## config.mk

```make
export PLATFORM = sky130hd
export DESIGN_NAME = tile_config_sequencer_flat
export DESIGN_NICKNAME = d
export VERILOG_FILES = /design/src/rtl/tile_config_sequencer_if.sv /design/src/rtl/tile_config_sequencer.sv /design/src/flat_wrapper.sv
export SDC_FILE = /design/constraint.sdc
export NUM_CORES = 1
export LEC_CHECK = 0
export CAP_MARGIN = 5
export CELL_PAD_IN_SITES_DETAIL_PLACEMENT = 1
export CELL_PAD_IN_SITES_GLOBAL_PLACEMENT = 2
export CORE_ASPECT_RATIO = 1.2
export CORE_MARGIN = 2
export CORE_UTILIZATION = 28
export CTS_CLUSTER_DIAMETER = 40
export DETAILED_ROUTE_END_ITERATION = 10
export GPL_ROUTABILITY_DRIVEN = 0
export GPL_TIMING_DRIVEN = 0
export PLACE_DENSITY = 0.86
export SETUP_SLACK_MARGIN = 0.5
export SLEW_MARGIN = 20
export SYNTH_ARGS = -nofsm -noshare
export SYNTH_HDL_FRONTEND = slang
export SYNTH_SLANG_ARGS = --single-unit
export TNS_END_PERCENT = 100
```

## constraint.sdc

```tcl
create_clock -name clk -period 3.1 [get_ports clk]
set_input_delay 0.62 -clock clk [delete_from_list [all_inputs] [get_ports clk]]
set_output_delay 0.62 -clock clk [all_outputs]
set_load 0.02 [all_outputs]
```

## src/rtl/tile_config_sequencer_if.sv

```systemverilog
// Config write bus into a PE tile: valid/ready handshake carrying a 32-bit address and payload.
`default_nettype none

interface tile_config_sequencer_if;
    logic        cfg_valid;
    logic        cfg_ready;
    logic [31:0] config_addr;
    logic [31:0] config_data;

    modport master (
        output cfg_valid,
        output config_addr,
        output config_data,
        input  cfg_ready
    );

    modport slave (
        input  cfg_valid,
        input  config_addr,
        input  config_data,
        output cfg_ready
    );
endinterface

`default_nettype wire

```

## src/rtl/tile_config_sequencer.sv

```systemverilog
// ----------------------------------------------------------------------------
// tile_config_sequencer
//   Checks tile id of incoming config writes, strobes one target enable,
//   holds the payload, and tracks configured targets and bad-write count.
//   Rev 1.0
// ----------------------------------------------------------------------------
`default_nettype none

module tile_config_sequencer #(
    parameter int SETTLE_CYCLES = 2,
    parameter int ERR_CNT_W     = 8
) (
    input  wire logic                 clk,
    input  wire logic                 reset,
    tile_config_sequencer_if.slave    cfg_bus,
    input  wire logic [15:0]          tile_id,
    output logic                      config_en_logic_block,
    output logic                      config_en_sb,
    output logic                      config_en_cb0,
    output logic                      config_en_cb1,
    output logic [31:0]               config_data_out,
    output logic                      cfg_done,
    output logic                      cfg_error,
    output logic [3:0]                configured,
    output logic [ERR_CNT_W-1:0]      err_count
);

    localparam bit HAS_SETTLE = (SETTLE_CYCLES > 0);
    localparam int CNT_W      = (SETTLE_CYCLES > 1) ? $clog2(SETTLE_CYCLES) : 1;
    localparam int CNT_LOAD   = HAS_SETTLE ? (SETTLE_CYCLES - 1) : 0;

    typedef enum logic [2:0] {
        S_IDLE   = 3'd0,
        S_CHECK  = 3'd1,
        S_WRITE  = 3'd2,
        S_SETTLE = 3'd3,
        S_DONE   = 3'd4,
        S_ERR    = 3'd5
    } state_t;

    state_t                 state_q, state_d;
    logic [CNT_W-1:0]       cnt_q, cnt_d;
    logic [31:0]            addr_q;
    logic [31:0]            data_q;
    logic [31:0]            dout_q;
    logic [3:0]             configured_q;
    logic [ERR_CNT_W-1:0]   err_cnt_q;

    logic                   ready;
    logic                   accept;
    logic                   tile_match;
    logic                   id_valid;
    logic [3:0]             target_onehot;
    logic [3:0]             en_vec;

    assign ready  = (state_q == S_IDLE) && !reset;
    assign accept = cfg_bus.cfg_valid && ready;
    assign cfg_bus.cfg_ready = ready;

    // 16'hFFFF addresses every tile at once
    assign tile_match    = (addr_q[31:16] == tile_id) || (addr_q[31:16] == 16'hFFFF);
    assign id_valid      = (addr_q[15:2] == 14'd0);
    assign target_onehot = 4'b0001 << addr_q[1:0];

    always_comb begin
        state_d = state_q;
        cnt_d   = cnt_q;
        case (state_q)
            S_IDLE: begin
                if (accept) state_d = S_CHECK;
            end
            S_CHECK: begin
                if (!tile_match)    state_d = S_IDLE;
                else if (!id_valid) state_d = S_ERR;
                else                state_d = S_WRITE;
            end
            S_WRITE: begin
                if (HAS_SETTLE) begin
                    state_d = S_SETTLE;
                    cnt_d   = CNT_W'(CNT_LOAD);
                end else begin
                    state_d = S_DONE;
                end
            end
            S_SETTLE: begin
                if (cnt_q == '0) state_d = S_DONE;
                else             cnt_d   = cnt_q - CNT_W'(1);
            end
            S_DONE:  state_d = S_IDLE;
            S_ERR:   state_d = S_IDLE;
            default: state_d = S_IDLE;
        endcase
    end

    always_ff @(posedge clk) begin
        if (reset) begin
            state_q      <= S_IDLE;
            cnt_q        <= '0;
            addr_q       <= '0;
            data_q       <= '0;
            dout_q       <= '0;
            configured_q <= '0;
            err_cnt_q    <= '0;
        end else begin
            state_q <= state_d;
            cnt_q   <= cnt_d;
            if (accept) begin
                addr_q <= cfg_bus.config_addr;
                data_q <= cfg_bus.config_data;
            end
            if ((state_q == S_CHECK) && (state_d == S_WRITE)) begin
                dout_q <= data_q;
            end
            // Flag lands together with the done pulse
            if (state_d == S_DONE) begin
                configured_q <= configured_q | target_onehot;
            end
            if ((state_d == S_ERR) && (err_cnt_q != '1)) begin
                err_cnt_q <= err_cnt_q + ERR_CNT_W'(1);
            end
        end
    end

    assign en_vec = (state_q == S_WRITE) ? target_onehot : 4'b0000;

    assign config_en_logic_block = en_vec[0];
    assign config_en_sb          = en_vec[1];
    assign config_en_cb0         = en_vec[2];
    assign config_en_cb1         = en_vec[3];
    assign config_data_out       = dout_q;
    assign cfg_done              = (state_q == S_DONE);
    assign cfg_error             = (state_q == S_ERR);
    assign configured            = configured_q;
    assign err_count             = err_cnt_q;

endmodule

`default_nettype wire

```

## src/flat_wrapper.sv

```systemverilog
// flat-port wrapper written by rule: the top's interface ports become plain ports
module tile_config_sequencer_flat 
#(
    parameter int SETTLE_CYCLES = 2,
    parameter int ERR_CNT_W     = 8
)
  (clk, reset, tile_id, config_en_logic_block, config_en_sb, config_en_cb0, config_en_cb1, config_data_out, cfg_done, cfg_error, configured, err_count, cfg_bus_cfg_valid, cfg_bus_config_addr, cfg_bus_config_data, cfg_bus_cfg_ready);
  tile_config_sequencer_if cfg_bus_i ();
  input  wire logic clk;
  input  wire logic reset;
  input  wire logic [15:0] tile_id;
  output logic config_en_logic_block;
  output logic config_en_sb;
  output logic config_en_cb0;
  output logic config_en_cb1;
  output logic [31:0] config_data_out;
  output logic cfg_done;
  output logic cfg_error;
  output logic [3:0] configured;
  output logic [ERR_CNT_W-1:0] err_count;
  input wire logic [$bits(cfg_bus_i.cfg_valid)-1:0] cfg_bus_cfg_valid;
  input wire logic [$bits(cfg_bus_i.config_addr)-1:0] cfg_bus_config_addr;
  input wire logic [$bits(cfg_bus_i.config_data)-1:0] cfg_bus_config_data;
  output wire logic [$bits(cfg_bus_i.cfg_ready)-1:0] cfg_bus_cfg_ready;
  assign cfg_bus_i.cfg_valid = cfg_bus_cfg_valid;
  assign cfg_bus_i.config_addr = cfg_bus_config_addr;
  assign cfg_bus_i.config_data = cfg_bus_config_data;
  assign cfg_bus_cfg_ready = cfg_bus_i.cfg_ready;
  tile_config_sequencer #(.SETTLE_CYCLES(SETTLE_CYCLES), .ERR_CNT_W(ERR_CNT_W)) u_core (.clk(clk), .reset(reset), .cfg_bus(cfg_bus_i), .tile_id(tile_id), .config_en_logic_block(config_en_logic_block), .config_en_sb(config_en_sb), .config_en_cb0(config_en_cb0), .config_en_cb1(config_en_cb1), .config_data_out(config_data_out), .cfg_done(cfg_done), .cfg_error(cfg_error), .configured(configured), .err_count(err_count));
endmodule
```

# Word-level counts from Yosys, hierarchy flattened
# Cells that the tools add are included.
[word_totals] reg_bits=112 inputBits=83 out_inout_bits=51 elab_cells=39
[classes] n_addsub=2 eq_ne=11 n_shift=1 muxes=8 n_bitwise=1 reduce_logical=9
[ops] operator="16-bit equality test" n=1
[ops] operator="16-bit equality test (second input constant)" n=1
[ops] operator="14-bit logical NOT" n=1
[ops] operator="3-bit equality test (second input constant)" n=4
[ops] operator="3-bit 2-to-1 mux" n=4
[ops] operator="3-bit one-hot mux with 4 select lines" n=1
[ops] operator="3-bit by 2-bit equality test with 1-bit output (second input constant)" n=3
[ops] operator="8-bit by 1-bit adder with 8-bit output (second input constant)" n=1
[ops] operator="8-bit != test (second input constant)" n=1
[ops] operator="1-bit logical AND" n=4
[ops] operator="4-bit 2-to-1 mux" n=1
[ops] operator="4-bit bitwise OR" n=1
[ops] operator="1-bit by 2-bit << shifter with 4-bit output (first input constant)" n=1
[ops] operator="3-bit by 1-bit equality test with 1-bit output (second input constant)" n=1
[ops] operator="3-bit logical NOT" n=1
[ops] operator="1-bit one-hot mux with 2 select lines" n=1
[ops] operator="2-bit nonzero test" n=1
[ops] operator="1-bit logical NOT" n=1
[ops] operator="1-bit logical OR" n=1
[ops] operator="1-bit 2-to-1 mux" n=1
[ops] operator="1-bit subtractor (second input constant)" n=1

# Longest topological paths before layout
[logic_depth] depth_word=7 depth_mapped=7 mapped_depth_nobuf=6

# Worst setup path after synthesis
# OpenSTA, ideal clock, no wires.
[synth_path] path_type="input port to flip-flop" from="in reset" to="reg u_core.data_q[22]" setup_ps=132 arrival_ps=2151 t_required_ps=2968 setup_slack_ps=817 path_stages=7 n_path_buf=2 path_cell_list="or2_2 -> nor3_1 -> nand2_1 -> clkbuf_1 -> clkbuf_1 -> nand2_1 -> a21oi_1"
[synth_between] elab_chain_cells=3
[synth_lines] item="start, declared" line="flat_wrapper.sv:10" rtl="input wire logic reset;"
[synth_lines] item="1-bit logical NOT" line="tile_config_sequencer.sv:56" rtl="assign ready = (state_q == S_IDLE) && !reset;"
[synth_lines] item="1-bit logical AND" line="tile_config_sequencer.sv:56"
[synth_lines] item="named net cfg_bus_cfg_ready" line="flat_wrapper.sv:24" rtl="output wire logic [$bits(cfg_bus_i.cfg_ready)-1:0] cfg_bus_cfg_ready;"
[synth_lines] item="1-bit logical AND" line="tile_config_sequencer.sv:57" rtl="assign accept = cfg_bus.cfg_valid && ready;"
[synth_lines] item="end signal, assigned" line="tile_config_sequencer.sv:109" rtl="data_q <= cfg_bus.config_data;"
[synth_lines] item="end, declared" line="tile_config_sequencer.sv:44" rtl="logic [31:0] data_q;"
# The timed path passes the listed nets, and every way through them passes these cells.
# A chain may end at the register's enable or synchronous reset.

# Worst setup path in the final report
[layout_path] from="in tile_id[10]" to="reg u_core.dout_q[1] (netlist: u_core.config_data_out[1])"
[layout_between] elab_chain_cells=6
[layout_lines] item="start, declared" line="flat_wrapper.sv:11" rtl="input wire logic [15:0] tile_id;"
[layout_lines] item="16-bit equality test" line="tile_config_sequencer.sv:61" rtl="assign tile_match = (addr_q[31:16] == tile_id) || (addr_q[31:16] == 16'hFFFF);"
[layout_lines] item="1-bit logical OR" line="tile_config_sequencer.sv:61"
[layout_lines] item="3-bit 2-to-1 mux" line="tile_config_sequencer.sv:73" rtl="if (!tile_match) state_d = S_IDLE;"
[layout_lines] item="3-bit one-hot mux with 4 select lines" line="tile_config_sequencer.sv:68" rtl="case (state_q)"
[layout_lines] item="3-bit by 2-bit equality test with 1-bit output" line="tile_config_sequencer.sv:111" rtl="if ((state_q == S_CHECK) && (state_d == S_WRITE)) begin"
[layout_lines] item="1-bit logical AND" line="tile_config_sequencer.sv:111"
[layout_lines] item="end signal, assigned" line="tile_config_sequencer.sv:112" rtl="dout_q <= data_q;"
[layout_lines] item="end, declared" line="tile_config_sequencer.sv:45" rtl="logic [31:0] dout_q;"
# No other way between the ends.

==> summary.md <==
| Metric | Value |
|---|---|
| Outcome | finished, final reports clean |
| Synth top area cells | dfxtp_1 52%, nand2_1 12%, a21oi_1 8.7% |
| Tcrit/Tclk final | 79.7% |
| Compound-cell area share of the yosys netlist | 10.8% |
| Post-synth top flop | dfxtp_1 |
| Dominant cell type by area after synthesis | dfxtp_1 |
| Filler instances | roughly 1800 |
| CP Launch Point | tile_id[10] |
| Layout cell share with drive strength beyond 1 | 6.00% |
| Critical Path Sink Type | flip-flop |
| Max Fclk | 405 MHz |
| Root buf cell | clkbuf_16 |
| DIE HEIGHT | 140 um |
| Synth async-reset ratio | 0% |
| Initial antenna violation count | 0 |
| Hold Fails Final Rpt | 0 |
| Setup violators final | 0 |
| Final WS setup | 0.628 ns |
| Worst VDD drop | just over 300 uV |
| Die width | 117 um |
| CTS Buf Count | 9 |
| Die area | around 0.016 mm^2 |
| Finished Layout Cells | approximately 850 |
| R2r startpoint | u_core.addr_q[19]$_SDFFE_PP0P_ |
| Post-Synth Adder-Cell Area | 0.291% |
| Total Power | 3.04 mW |
| Max_slew headroom | 58.7% |
| GRT busiest layer | met2 |
| GR Layer Usage met3 | 3.27% |
| CTS H-Tree Depth | 3 |
| Worst Path Class, Setup | in -> reg |
| Post-Synth Simple-Gate Area | 22.1% |
| GRT Residual Overflow | 0 |
| Worst Path Max Fanout | 10 |
| Worst skew pair latency | 0.35 ns |
| Synthesized area | 0.00429 mm^2 |
| Unrepaired setup endpoints after global routing | no |
| Area delta synth->final | 44.7% |
| Clk_skew | 0.00682 ns |
| Vias/cell | ~4.6 |
| Post-cts hold buffer count | 0 |
| Post-synth top area share | 52.2% |
| Clk buf depth | 2 |
| Residual DRC | 0 |
| Num rows | 49 |
| Clk slew on worst S/H paths | 0.07 ns |
| Drt first-iter violations | 123 |
| Post-Syn Nets | approximately 590 |
| I/O pins | ~130 |
| Mux cell area share after synthesis | 7.69% |
| Power density over the cells | 489 mW/mm^2 |
| WL final | 12700 um |
| Placed cell count | 838 |
| CP Data Required Time | 3.32 ns |
| Final Max Slew Viols | 0 |
| GR met2 Demand/Resource | 28.1% |
| Leak | 2.44 nW |
| Worst-Margin Slew | ~0.62 ns |
| Largest net degree at the start of global routing | 19 |
| IO Port Bufs | 133 |
| Per-cell routed wire length | 14.9 um |
| Diode count | 0 |
| Max cap viols | 0 |
| Min cycle time layout | 2.47 ns |
| Most frequent cell after synthesis | nand2_1 |
| Worst min-delay path category | reg -> reg |
| Synthesized instance count | 501 |
| Syn Area/Cell | 8.57 um^2 |
| Pre-CTS WS | 0.0868 ns |
| Initial cell density of the core | between 20% and 30% |
| Sequential-to-total area share from yosys stat | 52.2% |
| R2R Setup Slk | 1.00 ns |
| EDFF count, synth | 0 |
| Vias in the first global route | 4053 |
| Final nets | 729 |
| Global-route wire length before repair | 20100 um |
| Final setup TNS | 0 ns |
| Cell depth of the worst flop-to-flop path | 7 |
| Gr usage total | 15.8% |
| R2R Path End | u_core.config_data_out[1]$_SDFFE_PP0P_ |
| Met1 usage in global routing | between 10% and 20% |
| CTS tree | built |
| Via count | 3899 |
| Startpoint Class | input port |
| Xor/xnor share of the synthesized area | 3.47% |
| Post-route antenna net violation count | 0 |
| Synth Warn # | 0 |
| Post-synth cell types | 34 |
| # Post-CTS Setup Buffers | 0 |
| Main combinational cell family by area after synthesis | simple AND/OR/NAND/NOR gates |
| Crit path DAT | approximately 2.7 ns |
| TritonRoute pass-1 iters | 4 |
| Clock sink total | 112 |
| Core ar. | 0.0150 mm^2 |
| Number of synthesized register bits | 112 |
| Synth top cells by count | 135 x nand2_1, 112 x dfxtp_1, 75 x a21oi_1 |
| HPWL after DPL | 9710 um |
| CP Capture Point | u_core.config_data_out[1]$_SDFFE_PP0P_ |
| Hold Slack | 0.457 ns |
-- stage by stage --
step / area (um^2) / utilization, %
finish: 6210 / 41.4
global route: 6210 / 41.4
CTS: 6210 / 41.4
detailed placement: 5880 / 39.2
global placement: 5880 / 39.2
floorplan: 4290 / -
-- cell families (layout without fill, tap and decap cells) --
| group | Yosys count | after routing |
|---|---|---|
| multiplexers | 33 | 33 |
| AND/OR/NAND/NOR | 216 | 216 |
| XOR/XNOR | 17 | 17 |
| flip-flops | 112 | 112 |
| AO/OA/AOI/OAI | 88 | 88 |
| adder cells (fa/ha/maj) | 1 | 1 |
| buffers and inverters | 34 | 183 |
-- worst min-delay path by stage --
stage | from | to | slack, ns | cells past startpoint
final | u_core.data_q[28]$_SDFFE_PP0P_ | u_core.data_q[28]$_SDFFE_PP0P_ | 0.46 | 2
after floorplan | u_core.data_q[0]$_SDFFE_PP0P_ | u_core.data_q[0]$_SDFFE_PP0P_ | 0.44 | 2
after global placement | u_core.data_q[8]$_SDFFE_PP0P_ | u_core.data_q[8]$_SDFFE_PP0P_ | 0.44 | 2
after global routing | u_core.data_q[20]$_SDFFE_PP0P_ | u_core.data_q[20]$_SDFFE_PP0P_ | 0.47 | 2
after detailed placement | u_core.data_q[28]$_SDFFE_PP0P_ | u_core.data_q[28]$_SDFFE_PP0P_ | 0.45 | 2
after CTS | u_core.data_q[3]$_SDFFE_PP0P_ | u_core.data_q[3]$_SDFFE_PP0P_ | 0.46 | 2
-- timing repair --
item                                    4_1_cts  5_1_grt
gates resized for setup                       6        3
endpoints found under the setup margin        5        2
pin swaps                                     0        0
-- layout make-up --
type	count	area, um^2	share of cell area, %
Buffer	31	136	2.20
Clock buffer	10	239	3.85
Clock inverter	6	92.6	1.49
Inverter	3	11.3	0.181
Multi-Input combinational cell	355	1910	30.7
Sequential cell	112	2240	36.1
Tap cell	204	255	4.11
Timing Repair Buffer	133	1330	21.3
-- state kept, by name, summed over array words and instances (netlist names) --
signal	count
u_core.err_count	8
u_core.data_q	32
u_core.configured	4
u_core.state_q	3
u_core.addr_q	32
u_core.cnt_q	1
u_core.config_data_out	32
-- worst max-delay path: stages --
cell and delay [ns]:
clkdlybuf4s50_1 0.49, xnor2_1 0.12, nand4_1 0.17, nor4_4 0.43, o211ai_2 0.26, buf_2 0.33
mux2i_1 0.21, nor2_1 0.06
-- metal layers --
| layer | share of wire, % | wire, um |
|---|---|---|
| met1 | 42 | 5400 |
| met2 | 51 | 6560 |
| met3 | 4.3 | 543 |
| met4 | 1.8 | 235 |
| met5 | 0 | 0 |
-- power breakdown --
part	leakage [nW]	switching (mW)	total, mW	internal (mW)
Sequential	0.910	0.0268	1.50	1.48
Combinational	1.37	0.126	0.271	0.145
Clock	0.155	0.532	1.27	0.733
Total	2.44	0.685	3.04	2.36
-- cells in the final DEF, fill, tap and decap left out, types with 2 or more instances in the layout --
master / n
a21oi_1: 75
a31oi_1: 3
buf_2: 10
bufinv_16: 2
clkbuf_1: 20
clkbuf_16: 9
clkdlybuf4s50_1: 128
clkinv_4: 2
clkinvlp_4: 2
dfxtp_1: 111
dlygate4sd2_1: 3
inv_1: 3
mux2i_1: 33
nand2_1: 135
nand2b_1: 3
nand3_1: 3
nand4_1: 9
nor2_1: 41
nor3_1: 3
nor3b_1: 3
nor4_1: 3
nor4_4: 2
o21ai_0: 5
o31ai_1: 2
or2_2: 2
or3_1: 2
or3_2: 2
or4_1: 2
xnor2_1: 16
No activity file was read; power rests on OpenSTA's default activity.
